==> config.mk <==
export PLATFORM = sky130hd
export DESIGN_NAME = fetch_queue
export DESIGN_NICKNAME = d
export VERILOG_FILES = /design/src/rtl/fetch_queue.sv
export SDC_FILE = /design/constraint.sdc
export NUM_CORES = 1
export LEC_CHECK = 0
export BUFFER_PORTS_ARGS = -buffer_cell sky130_fd_sc_hd__buf_4
export CORE_MARGIN = 2
export CORE_UTILIZATION = 25
export CTS_CLUSTER_SIZE = 14
export DETAILED_ROUTE_END_ITERATION = 10
export PLACE_DENSITY = 0.47
export SLEW_MARGIN = 20
export SYNTH_ARGS = -nofsm -noshare
export SYNTH_HDL_FRONTEND = slang
export SYNTH_SLANG_ARGS = --single-unit
==> constraint.sdc <==
create_clock -name clk_i -period 3.5 [get_ports clk_i]
set_input_delay 0.175 -clock clk_i [delete_from_list [all_inputs] [get_ports clk_i]]
set_output_delay 0.175 -clock clk_i [all_outputs]
set_load 0.01 [all_outputs]
==> src/rtl/fetch_queue.sv <==
// Instruction fetch queue: buffers {pc, instr} pairs from instruction memory
// hits and hands them to decode in order with a valid/ready handshake.
module fetch_queue #(
    parameter int              DEPTH = 4,
    parameter int              XLEN  = 32,
    parameter logic [XLEN-1:0] NOP   = 32'h0000_0013
) (
    input  logic                     clk_i,
    input  logic                     reset_n_i,
    input  logic                     flush_i,
    input  logic                     fetch_valid_i,
    input  logic [XLEN-1:0]          pc_f_i,
    input  logic [XLEN-1:0]          instr_f_i,
    input  logic                     instr_hit_f_i,
    output logic                     stall_f_o,
    output logic                     valid_d_o,
    input  logic                     ready_d_i,
    output logic [XLEN-1:0]          instr_d_o,
    output logic [XLEN-1:0]          pc_d_o,
    output logic [$clog2(DEPTH):0]   count_o
);

    localparam int AW = $clog2(DEPTH);
    localparam int PW = AW + 1;

    logic [AW:0]      wr_ptr;
    logic [AW:0]      rd_ptr;
    logic [XLEN-1:0]  pc_mem    [DEPTH];
    logic [XLEN-1:0]  instr_mem [DEPTH];

    logic empty;
    logic full;
    logic enq;
    logic deq;

    // The extra pointer MSB is a wrap bit that separates full from empty.
    assign empty = (wr_ptr == rd_ptr);
    assign full  = (wr_ptr[AW-1:0] == rd_ptr[AW-1:0]) && (wr_ptr[AW] != rd_ptr[AW]);

    assign enq = fetch_valid_i & instr_hit_f_i & ~full & ~flush_i;
    assign deq = valid_d_o & ready_d_i & ~flush_i;

    always_ff @(posedge clk_i or negedge reset_n_i) begin
        if (!reset_n_i) begin
            wr_ptr <= '0;
            rd_ptr <= '0;
        end else if (flush_i) begin
            wr_ptr <= '0;
            rd_ptr <= '0;
        end else begin
            if (enq) begin
                wr_ptr <= wr_ptr + PW'(1);
            end
            if (deq) begin
                rd_ptr <= rd_ptr + PW'(1);
            end
        end
    end

    // Storage needs no reset: the head outputs are masked whenever the queue is empty.
    always_ff @(posedge clk_i) begin
        if (enq) begin
            pc_mem[wr_ptr[AW-1:0]]    <= pc_f_i;
            instr_mem[wr_ptr[AW-1:0]] <= instr_f_i;
        end
    end

    assign stall_f_o = full;
    assign valid_d_o = ~empty;
    assign instr_d_o = empty ? NOP : instr_mem[rd_ptr[AW-1:0]];
    assign pc_d_o    = empty ? '0  : pc_mem[rd_ptr[AW-1:0]];
    assign count_o   = wr_ptr - rd_ptr;

endmodule

* Yosys cells after proc, flatten, opt, wreduce, memory -nomap -nowiden *
Memories as Yosys holds them, arrays and structs flattened.
Index checks and enable logic that the tools add are counted.

operators by class
  reductions and logical operators = 3
  mux-type cells = 8
  add/sub/neg operators = 3
  eq/ne operators = 3
  bitwise gates (word level) = 8

operator list
  operator             count
  $mux 32              2
  $mux 3               4
  $add 3x1->3 const B  2
  $and 1x1->1          5
  $reduce_bool 2->1    2
  $eq 3x3->1           1
  $not 1->1            3
  $sub 3x3->3          1
  $eq 2x2->1           1
  $mux 1               2
  $logic_and 1x1->1    1
  $ne 1x1->1           1

storage, ports and cells
  output and inout port bits = 69
  memories kept = 2
  register bits after elaboration = 6
  word-level logic and storage cells = 29
  input port bits = 70
  RAM bits = 256

memory list
  memory     depth  width  rd ports  clocked after memory_dff  write ports  RTL line  text
  instr_mem  4      32     1         0                         1            29        logic [XLEN-1:0] instr_mem [DEPTH];
  pc_mem     4      32     1         0                         1            28        logic [XLEN-1:0] pc_mem [DEPTH];

* Depth between registers and ports, before layout *
  depth in word-level cells = 7
  gate-level depth with buffers = 9
  depth with buffers taken out = 5

* Worst setup path before layout *
OpenSTA, ideal clock, no wires.

  kind = register to register
  start = register rd_ptr[1]
  end = memory instr_mem[0][0], enable pin
  arrival time = 3.169 ns
  period minus slack after synthesis = 3.598 ns
  cell stages (with the launch flop) = 8
  setup slack = -0.098 ns
  data required time = 3.071 ns
  setup time = 0.429 ns
  buffers on the path = 2
  cell sequence = dfrtp_1 buf_6 buf_2 inv_1 ha_1 and2_1 a21oi_1 and3_1

between the ends
  longest elaborated chain between the ends = 7

RTL lines
  item                          RTL line  text
  from (decl)                   27        logic [AW:0] rd_ptr;
  from (signal assigned)        55        rd_ptr <= rd_ptr + PW'(1);
  $eq 2x2->1                    38        assign full = (wr_ptr[AW-1:0] == rd_ptr[AW-1:0]) && (wr_ptr[AW] != rd_ptr[AW]);
  $logic_and 1x1->1             38
  $not 1->1                     40        assign enq = fetch_valid_i & instr_hit_f_i & ~full & ~flush_i;
  $and 1x1->1 (2 in series)     40
  $mux 1                        62        if (enq) begin
  $mux 1 (implied by the code)  64        instr_mem[wr_ptr[AW-1:0]] <= instr_f_i;
  to (decl)                     29

Every way passes these cells.

* Worst setup path in the final report *
  start = register rd_ptr[1]
  end = output instr_d_o[4]

between the ends
  longest elaborated chain between the ends = 2
  elaborated cells on any way between the ends = 3
  those cells by class = 1 x eq/ne; 1 x mux; 1 x memory

RTL lines
  item                                               RTL line  text
  $mem_v2 4x32 / $eq 3x3->1 (equally long branches)  -
  $mux 32 (*)                                        70        assign instr_d_o = empty ? NOP : instr_mem[rd_ptr[AW-1:0]];
  to (decl)                                          18        output logic [XLEN-1:0] instr_d_o,

Every way passes the cells marked *; elsewhere a longest branch is shown, timed or not.

==> qor.csv <==
stage,metric,value,unit
die,die_y,206,um
synthesis,synthFlopType,edfxtp_1,
sta,hold_viol_final,0,
critical_path,rr_endpoint,pc_mem[1][8],
drt,drc,0,
job,maxCapViolCount,0,
clock_tree,root_buffer,clkbuf_16,
clock_tree,cts_inserted_buffers,29,
final_layout,multi_input_area,2210,um2
critical_path,cp_top_family,buffers and inverters,
drt,post_drt_wl_per_cell,18.2,um
synthesis,ys_seq_elements,262,
sta,fin_ws,0.708,ns
worst_hold_path,min_from,ready_d_i,
sta,rsz0062_at_grt,no,
drt,totalWireLength,22600,um
final_layout,areaGrowthSynthToFinish,32.9,%
place,place_hpwl,13600,um
sta,setup_violations,0,
sta,slew_headroom,30.1,%
die,die_area,42400,um2
final_layout,drive_gt1_share,37.8,%
synthesis,synth_nets,541,
critical_path,cpMostUsedCell,buf_4,
critical_path,crit_required,3.32,ns
final_layout,layout.area.seq,7850,um2
global_route,use_met3,1.99,%
final_layout,final_nets,769,
global_route,grt_pass1_wl,34200,um
clock_tree,hold_buffers,68,
synthesis,async_reset_ff_share,2.29,%
synthesis,avgSynthCellArea,22.0,um2
power,p_per_area,563,nW/um2
sta,post-route-period-util,79.8,%
synthesis,netlist_area,10200,um2
power,vdd_drop_max,0.335,mV
critical_path,end_kind,output port,
synthesis,ys_seq_area_share,76.9,%
place,io_buffers,138,
critical_path,r2r_cells,6,
final_layout,fillers,3860,
clock_tree,htree_levels,1,
critical_path,r2r_slack,0.91,ns
drt,drtPass1Iterations,4,
run_status,status,completed,
drt,vias_per_cell,4.13,
sta,setup_tns,0,ns
die,fp.coreArea,40000,um2
global_route,met1_usage,12.5,%
worst_hold_path,hold_path.class,in2reg,
die,fp-row-count,73,
critical_path,crit_fanout,66,
clock_tree,clockBufferDepth,3,
global_route,grt_max_degree,68,
critical_path,max_stage_delay,0.81,ns
synthesis,yosysWarnings,0,
critical_path,critPathKind,reg2out,
final_layout,post-route-util,33.9,%
sta,final_max_slew_viol_count,0,
synthesis,synth_edf_count,256,
clock_tree,postCtsSetupBuffers,0,
global_route,grt.busiest_layer,met2,
global_route,use_met2,20.1,%
die,dieWidth,206,um
place,pre_cts_ws,0.832,ns
clock_tree,clock-sinks,262,
power,p_leak,4.56,nW
synthesis,syn_inst,463,
clock_tree,cts_tree,yes,
critical_path,worst_path_max_delay_cell,buf_4,
drt,drt-initial-drc-count,234,
clock_tree,post_cts_resized,0,
sta,worst_slew_pin_slew,1.05,ns
clock_tree,clk_latency,0.54,ns
sta,fin_skew,0.0238,ns
critical_path,crit_buf_inv,2,
global_route,grt_usage,10.7,%
clock_tree,cts.clk_slew.worst_paths,0.06,ns
place,place_congestion,0.723,
global_route,antenna_found_initial,1,
sta,fmax,0.358,GHz
final_layout,layout_commonest_cell,edfxtp_1,
critical_path,r2r-start,wr_ptr[0],
synthesis,synth_cell_types,27,
die,initial_utilization,25.5,%
final_layout,final_cell_mix,"edfxtp_1 (256), buf_4 (146), dlygate4sd3_1 (68)",
sta,min_period,2.79,ns
worst_hold_path,worstHoldEndpoint,rd_ptr[2],
drt,vias,5126,
critical_path,crit_arrival,2.62,ns
critical_path,cp_cell_sequence,buf_4 -> mux4_2 -> or2_1 -> buf_4,
global_route,grt_overflow,0,
die,io_pins,139,
global_route,grt_pass1_vias,5788,
critical_path,start_kind,flip-flop,
worst_hold_path,hold_depth,3,
drt,ant_nets,0,
sta,hold_slack,0.0478,ns
## state kept, by name, indices dropped and copies added, names as in the netlist
name       flops
instr_mem    128
wr_ptr         3
rd_ptr         3
pc_mem       128
## cells by family (layout without fill, tap and decap cells)
logic type,after synthesis,in the layout,synth area share (%)
buf+inv,29,280,1.69
compound gates,7,7,0.466
simple gates,86,86,5.02
other cells,0,1,0
xor+xnor,3,3,0.331
mux,68,68,14.6
fa+ha+maj,8,8,1.06
flops,262,262,76.9
## per-layer routing
layer	wire (um)	vias up
met5	0	-
met4	447	0
met3	994	32
met2	12000	113
met1	9180	2653
li1	-	2328
## power by group
part | leakage, nW | total (W) | internal, W | switching, W
Combinational | 1.72 | 0.00119 | 0.000609 | 0.000576
Clock | 0.458 | 0.00294 | 0.00174 | 0.00120
Sequential | 2.39 | 0.00350 | 0.00349 | 0.0000124
Total | 4.56 | 0.00763 | 0.00585 | 0.00179
## worst max path at each step
stage               startpoint                to  slack (ns)  cells past startpoint
floorplan            rd_ptr[1]   instr_mem[0][0]        0.61                      7
global placement     wr_ptr[0]  instr_mem[1][12]        0.88                      6
detailed placement   wr_ptr[0]   instr_mem[0][2]        0.83                      6
CTS                  rd_ptr[1]      instr_d_o[4]        0.60                      4
global route         rd_ptr[1]      instr_d_o[4]        0.57                      4
finish               rd_ptr[1]      instr_d_o[4]        0.71                      4
## tightest hold or removal path: cells and delay by family
kind | cells | cell delay [ns]
and+or+nand+nor | 1 | 0.12
AOI/OAI and AO/OA | 1 | 0.12
buffers and inverters | 1 | 0.12
## stage by stage
step	cell area (um2)	total power [W]	cells
floorplan	10200	0.00420	463
global placement	11900	0.00474	1117
detailed placement	11900	0.00475	1117
CTS	13600	0.00778	1239
global route	13600	0.00795	1240
finish	13600	0.00763	1240
## area by class of cell
| type | instances | share of cell area (%) |
|---|---|---|
| inverters | 7 | 0.194 |
| flip-flops and latches | 262 | 57.9 |
| diodes | 1 | 0.0185 |
| multi-input cells | 172 | 16.3 |
| clock buffers | 34 | 5.49 |
| well taps | 525 | 4.85 |
| clock inverters | 20 | 1.40 |
| repair buffers | 219 | 13.8 |
## synth_stat cells, types with 4 or more instances
cell	instances	share of area (%)
nor2_1	7	0.26
dfrtp_1	6	1.5
ha_1	7	0.86
and3_1	4	0.25
buf_2	9	0.44
nor2b_1	63	3.9
edfxtp_1	256	75
clkbuf_1	6	0.22
inv_1	7	0.26
buf_6	7	0.77
nand2_1	4	0.15
mux4_2	64	14
Note: power is estimated with default switching activity, not from simulation.
